File: src/rtl/uart_driver_pkg.sv
// uart_driver_pkg: shared UART state encodings and frame constants
package uart_driver_pkg;
   localparam int OVERSAMPLE_DEFAULT = 16;
   localparam int DATA_BITS = 8;
   typedef enum logic [1:0] {TX_IDLE, TX_START, TX_DATA, TX_STOP} tx_state_t;
   typedef enum logic [2:0] {RX_IDLE, RX_START, RX_DATA, RX_STOP, RX_WAIT_HIGH} rx_state_t;
endpackage

File: src/rtl/uart_sync2.sv
// uart_sync2: two-flop synchronizer with configurable reset value
module uart_sync2 #(
   parameter logic RESET_VAL = 1'b0
) (
   input  logic clock,
   input  logic reset,
   input  logic d,
   output logic q
);
   logic meta;
   always_ff @(posedge clock)
      if (reset) {q, meta} <= {RESET_VAL, RESET_VAL};
      else {q, meta} <= {meta, d};
endmodule

File: src/rtl/uart_driver.sv
// uart_driver: oversampled 8N1 UART transmitter and receiver with ready/valid byte ports
module uart_driver
   import uart_driver_pkg::*;
#(
   parameter int OVERSAMPLE = OVERSAMPLE_DEFAULT,
   parameter int DATA_BITS = uart_driver_pkg::DATA_BITS
) (
   input  logic                 clock,
   input  logic                 reset,
   input  logic                 io_uart_clock,
   input  logic                 io_uart_reset,
   input  logic                 io_uart_rx_serial,
   input  logic                 io_uart_rx_data_ready,
   output logic                 io_uart_rx_data_valid,
   output logic [DATA_BITS-1:0] io_uart_rx_data_bits_tdata,
   output logic                 io_uart_tx_serial,
   output logic                 io_uart_tx_data_ready,
   input  logic                 io_uart_tx_data_valid,
   input  logic [DATA_BITS-1:0] io_uart_tx_data_bits_tdata
);
   localparam int CW = $clog2(OVERSAMPLE);
   localparam int BW = $clog2(DATA_BITS);
   localparam logic [CW-1:0] LAST = CW'(OVERSAMPLE - 1);
   localparam logic [CW-1:0] HALF = CW'(OVERSAMPLE / 2 - 1);
   localparam logic [BW-1:0] LAST_BIT = BW'(DATA_BITS - 1);
   logic rst, uclk_s, uclk_d, tick, rx_s;
   assign rst = reset | io_uart_reset;
   uart_sync2 #(.RESET_VAL(1'b0)) u_sync_clk (.clock(clock), .reset(rst), .d(io_uart_clock), .q(uclk_s));
   uart_sync2 #(.RESET_VAL(1'b1)) u_sync_rx (.clock(clock), .reset(rst), .d(io_uart_rx_serial), .q(rx_s));
   always_ff @(posedge clock) uclk_d <= rst ? 1'b0 : uclk_s;
   assign tick = uclk_s & ~uclk_d;
   tx_state_t tx_st, tx_nx;
   logic [CW-1:0] tx_cnt;
   logic [BW-1:0] tx_bit;
   logic [DATA_BITS-1:0] tx_shift;
   logic tx_bit_end;
   assign tx_bit_end = tick && tx_cnt == LAST;
   always_ff @(posedge clock) tx_st <= rst ? TX_IDLE : tx_nx;
   always_ff @(posedge clock)
      if (rst) begin
         tx_cnt <= '0;
         tx_bit <= '0;
         tx_shift <= '0;
      end else begin
         tx_cnt <= (tx_nx != tx_st || tx_bit_end) ? '0 : tx_cnt + CW'(tick);
         tx_bit <= tx_st != TX_DATA ? '0 : tx_bit + BW'(tx_bit_end);
         if (io_uart_tx_data_ready && io_uart_tx_data_valid) tx_shift <= io_uart_tx_data_bits_tdata;
      end
   always_comb begin
      tx_nx = tx_st;
      case (tx_st)
         TX_IDLE:  if (io_uart_tx_data_valid) tx_nx = TX_START;
         TX_START: if (tx_bit_end) tx_nx = TX_DATA;
         TX_DATA:  if (tx_bit_end && tx_bit == LAST_BIT) tx_nx = TX_STOP;
         default:  if (tx_bit_end) tx_nx = TX_IDLE;
      endcase
   end
   always_comb begin
      io_uart_tx_data_ready = tx_st == TX_IDLE && !rst;
      io_uart_tx_serial = rst || (tx_st == TX_DATA ? tx_shift[tx_bit] : tx_st != TX_START);
   end
   rx_state_t rx_st, rx_nx;
   logic [CW-1:0] rx_cnt;
   logic [BW-1:0] rx_bit;
   logic [DATA_BITS-1:0] rx_shift;
   logic rx_bit_end, rx_half, deliver;
   assign rx_bit_end = tick && rx_cnt == LAST;
   assign rx_half = tick && rx_cnt == HALF;
   always_ff @(posedge clock) rx_st <= rst ? RX_IDLE : rx_nx;
   always_ff @(posedge clock)
      if (rst) begin
         rx_cnt <= '0;
         rx_bit <= '0;
         rx_shift <= '0;
      end else begin
         rx_cnt <= (rx_nx != rx_st || rx_bit_end) ? '0 : rx_cnt + CW'(tick);
         rx_bit <= rx_st != RX_DATA ? '0 : rx_bit + BW'(rx_bit_end);
         if (rx_st == RX_DATA && rx_bit_end) rx_shift <= {rx_s, rx_shift[DATA_BITS-1:1]};
      end
   always_comb begin
      rx_nx = rx_st;
      case (rx_st)
         RX_IDLE:  if (tick && !rx_s) rx_nx = RX_START;
         RX_START: if (rx_half) rx_nx = rx_s ? RX_IDLE : RX_DATA;
         RX_DATA:  if (rx_bit_end && rx_bit == LAST_BIT) rx_nx = RX_STOP;
         RX_STOP:  if (rx_bit_end) rx_nx = rx_s ? RX_IDLE : RX_WAIT_HIGH;
         default:  if (rx_s) rx_nx = RX_IDLE;
      endcase
   end
   assign deliver = rx_st == RX_STOP && rx_bit_end && rx_s;
   // an overrun (held byte not yet taken) drops the newly received byte
   always_ff @(posedge clock)
      if (rst) begin
         io_uart_rx_data_valid <= 1'b0;
         io_uart_rx_data_bits_tdata <= '0;
      end else if (deliver && (!io_uart_rx_data_valid || io_uart_rx_data_ready)) begin
         io_uart_rx_data_valid <= 1'b1;
         io_uart_rx_data_bits_tdata <= rx_shift;
      end else if (io_uart_rx_data_valid && io_uart_rx_data_ready) begin
         io_uart_rx_data_valid <= 1'b0;
      end
endmodule

File: config.mk
export PLATFORM = sky130hd
export DESIGN_NAME = uart_driver
export DESIGN_NICKNAME = d
export VERILOG_FILES = /design/src/rtl/uart_driver_pkg.sv /design/src/rtl/uart_sync2.sv /design/src/rtl/uart_driver.sv
export SDC_FILE = /design/constraint.sdc
export NUM_CORES = 1
export LEC_CHECK = 0
export CORE_UTILIZATION = 47
export CTS_BUF_LIST = sky130_fd_sc_hd__clkbuf_4 sky130_fd_sc_hd__clkbuf_8
export DETAILED_ROUTE_END_ITERATION = 10
export PLACE_DENSITY = 0.69
export SLEW_MARGIN = 20
export SYNTH_ARGS = -nofsm -noshare
export SYNTH_HDL_FRONTEND = slang
export SYNTH_HIERARCHICAL = 1
export SYNTH_SLANG_ARGS = --single-unit
File: constraint.sdc
create_clock -name clock -period 2.1 [get_ports clock]
set_clock_uncertainty 0.1 [all_clocks]
set_input_delay 0.42 -clock clock [delete_from_list [all_inputs] [get_ports clock]]
set_output_delay 0.42 -clock clock [all_outputs]
set_load 0.005 [all_outputs]
======== Word-level counts from Yosys, hierarchy flattened ========
Index checks and enable logic that the tools add are counted.
storage, ports and cells
  flip-flop bits (word level) ............. 49
  bits of input ports ..................... 15
cells by class
  add/sub/neg operators ................... 4
  magnitude comparators ................... 1
  equal/unequal tests ..................... 15
  mux-type cells .......................... 18
  bitwise gates (word level) .............. 3
  reduce and logical (&&, ||, !) cells .... 27
operators by type and width
  cell                                                                          number
  3-bit two-way mux                                                             6
  1-bit logical AND                                                             13
  3-bit one-hot mux with 4 select lines                                         1
  2-bit two-way mux                                                             5
  4-bit by 1-bit adder with 4-bit output                                        2
  4-bit equality test, second input constant                                    2
  2-bit OR reduction                                                            4
  3-bit by 1-bit adder with 3-bit output                                        2
  3-bit by 2-bit equality test with 1-bit output, second input constant         2
  3-bit equality test, second input constant                                    2
  2-bit one-hot mux with 3 select lines                                         1
  4-bit by 3-bit equality test with 1-bit output, second input constant         1
  1-bit logical OR                                                              4
  3-bit by 4-bit less-than comparator with 1-bit output, second input constant  1
  1-bit two-way mux                                                             4
  1-bit binary-select mux with 3-bit select                                     1
  3-bit by 1-bit equality test with 1-bit output, second input constant         1
  1-bit logical NOT                                                             3
  3-bit logical NOT                                                             1
  3-bit by 2-bit != test with 1-bit output, second input constant               1
  3-bit != test                                                                 1
  2-bit by 1-bit equality test with 1-bit output, second input constant         1
  2-bit equality test, second input constant                                    1
  2-bit logical NOT                                                             1
  other kinds (7)                                                               7

======== Depth between registers and ports, before layout ========
  depth after elaboration ................. 9
  gate-level depth with buffers ........... 9

======== By module ========
The synthesis kept the hierarchy.
modules (own cells, without submodules)
  module       times used  cells an instance  area each (µm²)
  uart_driver  1           218                2016.9
  uart_sync2   2           4                  52.6

======== Least setup slack after synthesis ========
Ideal clock, no wire load.
  path type ............................... register -> output
  start point ............................. reg tx_bit[0]
  end point ............................... out io_uart_tx_serial
  arrival time ............................ 1.457 ns
  required time ........................... 1.580 ns
  path slack .............................. 0.123 ns
  cell stages (with the launch flop) ...... 5
  path buffers ............................ 0
  cell sequence ........................... dfxtp_1 > mux4_2 > nor2b_1 > a2111oi_1 > o21ai_1
on the way
  cells in the longest elaborated chain, start to end .. 4
RTL lines
  element                                    RTL line           text
  start: declaration                         uart_driver.sv:34  logic [BW-1:0] tx_bit;
  start signal: assignment                   uart_driver.sv:46  tx_bit <= tx_st != TX_DATA ? '0 : tx_bit + BW'(tx_bit_end);
  1-bit binary-select mux with 3-bit select  uart_driver.sv:60  io_uart_tx_serial = rst || (tx_st == TX_DATA ? tx_shift[tx_bit] : tx_st != TX_START);
  1-bit two-way mux (not written as such)    uart_driver.sv:60
  1-bit two-way mux                          uart_driver.sv:60
  1-bit logical OR                           uart_driver.sv:60
  end: declaration                           uart_driver.sv:16  output logic io_uart_tx_serial,
Every way passes these cells. The select of a mux whose other input is x is not followed.

======== Worst setup path after layout ========
Same ends and word-level chain as after synthesis.

==> results.json <==
{
  "outcome": "complete, but fails checks",
  "violations": "negative setup slack",
  "p_leak_nw": 0.952,
  "hold_class": "flip-flop to flip-flop",
  "min_period_ps": 2300,
  "diodes": 0,
  "synth_cell_type_count": 46,
  "crit_fanout": 3,
  "pre_cts_ws_ps": -363,
  "yosysSeqAreaShare_pct": 46.2,
  "cts-htree-levels": 2,
  "syn_to_final_growth_pct": 21.8,
  "p_comb_share_pct": 5.1,
  "max_freq_ghz": 0.434,
  "antenna_left": 0,
  "cts.sinks": 49,
  "drtIter0Drc": 82,
  "route.detailed.drc": 0,
  "synth_top_family_by_area": "simple AND/OR/NAND/NOR gates",
  "netlist_instances": 226,
  "grt_overflow": 0,
  "max_slew_margin_pct": 58.6,
  "cts_tree": "yes",
  "startpoint_type": "flip-flop",
  "ios": 26,
  "yosys_warnings": 6,
  "synthMuxAreaShare_pct": 8.43,
  "place_hpwl_um": 2720,
  "worst_slew_pin_slew_ps": 619,
  "ff2ff_path_depth": 4,
  "num_rows": 24,
  "hold_violations": 0,
  "start_util_pct": 48.7,
  "die_x_um": 69.2,
  "synth_ff_type": "dfxtp_1",
  "cts-root-buf": "clkbuf_8",
  "peakVddDrop_mv": 0.493,
  "fin_area_um2": 2580,
  "syn_avg_cell_area_um2": 9.39,
  "cp.arrival_ps": 1780,
  "wl_um": 4010,
  "grt_pass1_wl_um": 6970,
  "end_kind": "output port",
  "p_sw_share_pct": 23.3,
  "finish.utilization_pct": 59.3,
  "clkPwrFrac_pct": 35.7,
  "setup_viol": 1,
  "drtPass1Iterations": 4,
  "layout_setup_ws_ps": -202,
  "die_height_um": 69.2,
  "rsz0062_at_grt": "yes",
  "cts_made_buffers": 5,
  "cts_max_path_buffers": 2,
  "grt_antenna_before_repair": 0,
  "power_frac_seq_pct": 59.1,
  "synth-compound-area-share_pct": 8.20,
  "ys_async_sr_fraction_pct": 0,
  "critPathKind": "flip-flop to output port",
  "grt_util_all_layers_pct": 17.8,
  "syn_area_um2": 2120,
  "synth_fp_nets": 249,
  "placed_cell_area_um2": 2460,
  "p_per_area_nw_per_um2": 617,
  "ys_seq_elements": 49,
  "vias": 1712,
  "synth_simple_gate_area_share_pct": 25.1,
  "worstHoldPathCells": 1,
  "total_power_mw": 1.59,
  "grt_pass1_vias": 1580,
  "crit_required_ps": 1580,
  "layout-drive-gt1-share_pct": 12.4,
  "portBuffers": 25,
  "hold_buffers": 0,
  "internal-power_mw": 1.22,
  "insertion_delay_ps": 300,
  "synth-adder-area-share_pct": 4.72,
  "synth_edf_count": 0,
  "setup-tns-final_ps": -202,
  "clk_pin_slew_ps": 90,
  "timing.final.crit_share_pct": 110,
  "gp_congestion": 0.807,
  "maxCapViolations": 0,
  "synth-xor-area-share_pct": 3.30,
  "grt_max_degree": 39,
  "switching_power_mw": 0.372,
  "core_um2": 4350,
  "nets": 281,
  "drt-wirelength-per-cell_um": 12.9,
  "die_area_um2": 4790,
  "avgViaCountPerCell": 5.50,
  "slew_violations": 0
}
==> power by group through the flow <==
stage	clock network, mW	registers [mW]	logic, mW
3_3_place_gp	0	0.964	0.0792
6_report	0.569	0.941	0.0820
2_1_floorplan	0	0.962	0.0368
4_1_cts	0.588	0.943	0.0820
5_1_grt	0.623	0.943	0.0916
3_5_place_dp	0	0.964	0.0803
==> layer usage <==
| metal | wire [um] | part of all wire [%] | vias up | GRT usage, % |
|---|---|---|---|---|
| met5 | 0 | 0 | - | 0 |
| li1 | - | - | 861 | - |
| met1 | 2020 | 50 | 819 | 23.8 |
| met4 | 46 | 1.1 | 0 | 5.44 |
| met2 | 1820 | 45 | 25 | 28.2 |
| met3 | 125 | 3.1 | 7 | 4.65 |
==> synthesized netlist by cell type (2+ instances only) <==
cell type	number	share of area (%)
nor3b_1	3	1.1
nor2_1	18	3.2
inv_1	5	0.88
nand3_1	11	2.6
nor3_1	3	0.71
xnor2_1	6	2.5
and3_1	6	1.8
ha_1	8	4.7
a21oi_1	18	4.2
and2_1	5	1.5
clkbuf_1	5	0.88
xor2_1	2	0.83
nor4b_1	2	0.83
nand4_1	8	2.4
buf_2	5	1.2
mux2i_1	13	6.1
a31oi_1	2	0.59
nand2_1	24	4.2
nor2b_1	3	0.88
or3_1	3	0.88
dfxtp_1	49	46
or2_1	2	0.59
nand2b_1	2	0.59
==> stage by stage <==
step | hold slack [ps] | std cells
final | 317 | 311
after global routing | 361 | 311
after CTS | 318 | 311
after detailed placement | 295 | 302
after global placement | 293 | 302
after floorplan | 286 | 226
==> cell families after synthesis <==
logic type      after synthesis
compound gates               29
simple gates                 99
buf+inv                      18
mux                          15
flops                        49
xor+xnor                      8
fa+ha+maj                     8
==> flip-flops by register name, indices dropped and copies added (netlist names) <==
name / cells
io_uart_rx_data_bits_tdata: 8
io_uart_rx_data_valid: 1
rx_bit: 3
rx_cnt: 4
rx_shift: 8
rx_st: 3
tx_bit: 3
tx_cnt: 4
tx_shift: 8
tx_st: 2
u_sync_clk/meta: 1
u_sync_clk/q: 1
u_sync_rx/meta: 1
u_sync_rx/q: 1
uclk_d: 1
==> layout make-up <==
type	instances	area, um^2
inverter	6	22.5
sequential	49	985
timing repair buffer	37	334
fill	378	1770
clock buffer	5	68.8
tap	52	65.1
multi-input combinational	159	1080
clock inverter	3	25.0
==> what timing repair did <==
action,CTS,global route
resized for setup,10,2
buffers inserted,1,0
pin swaps,3,2
setup endpoints to repair,2,1
==> layout by cell type (no fill, tap or decap), types with 2 or more instances in the layout <==
master / n
a21oi_1: 18
a31oi_1: 2
and2_1: 5
and3_1: 6
buf_4: 12
clkbuf_8: 5
clkdlybuf4s50_1: 23
dfxtp_1: 48
ha_1: 8
inv_1: 5
inv_6: 2
mux2i_1: 13
mux4_2: 2
nand2_1: 24
nand2b_1: 2
nand3_1: 11
nand4_1: 8
nor2_1: 18
nor2b_1: 2
nor3_1: 3
nor3b_1: 3
or2_1: 2
or3_1: 3
xnor2_1: 6
xor2_1: 2
==> worst paths after layout <==
path              slack, ps                      to                       from
hold reg to reg         320  u_sync_rx/q$_SDFF_PP1_  u_sync_rx/meta$_SDFF_PP1_
hold / removal          320  u_sync_rx/q$_SDFF_PP1_  u_sync_rx/meta$_SDFF_PP1_
setup / recovery       -200       io_uart_tx_serial       tx_bit[0]$_SDFF_PP0_
setup reg to reg        190    rx_cnt[2]$_SDFF_PP0_        rx_st[1]$_SDFF_PP0_
==> worst max-delay path, stage by stage (launching register included) <==
cell       delay, ps
dfxtp_4          370
mux4_2           530
a2111oi_4        350
o21ai_1          110
buf_2            130
(Power assumes the default switching activity.)
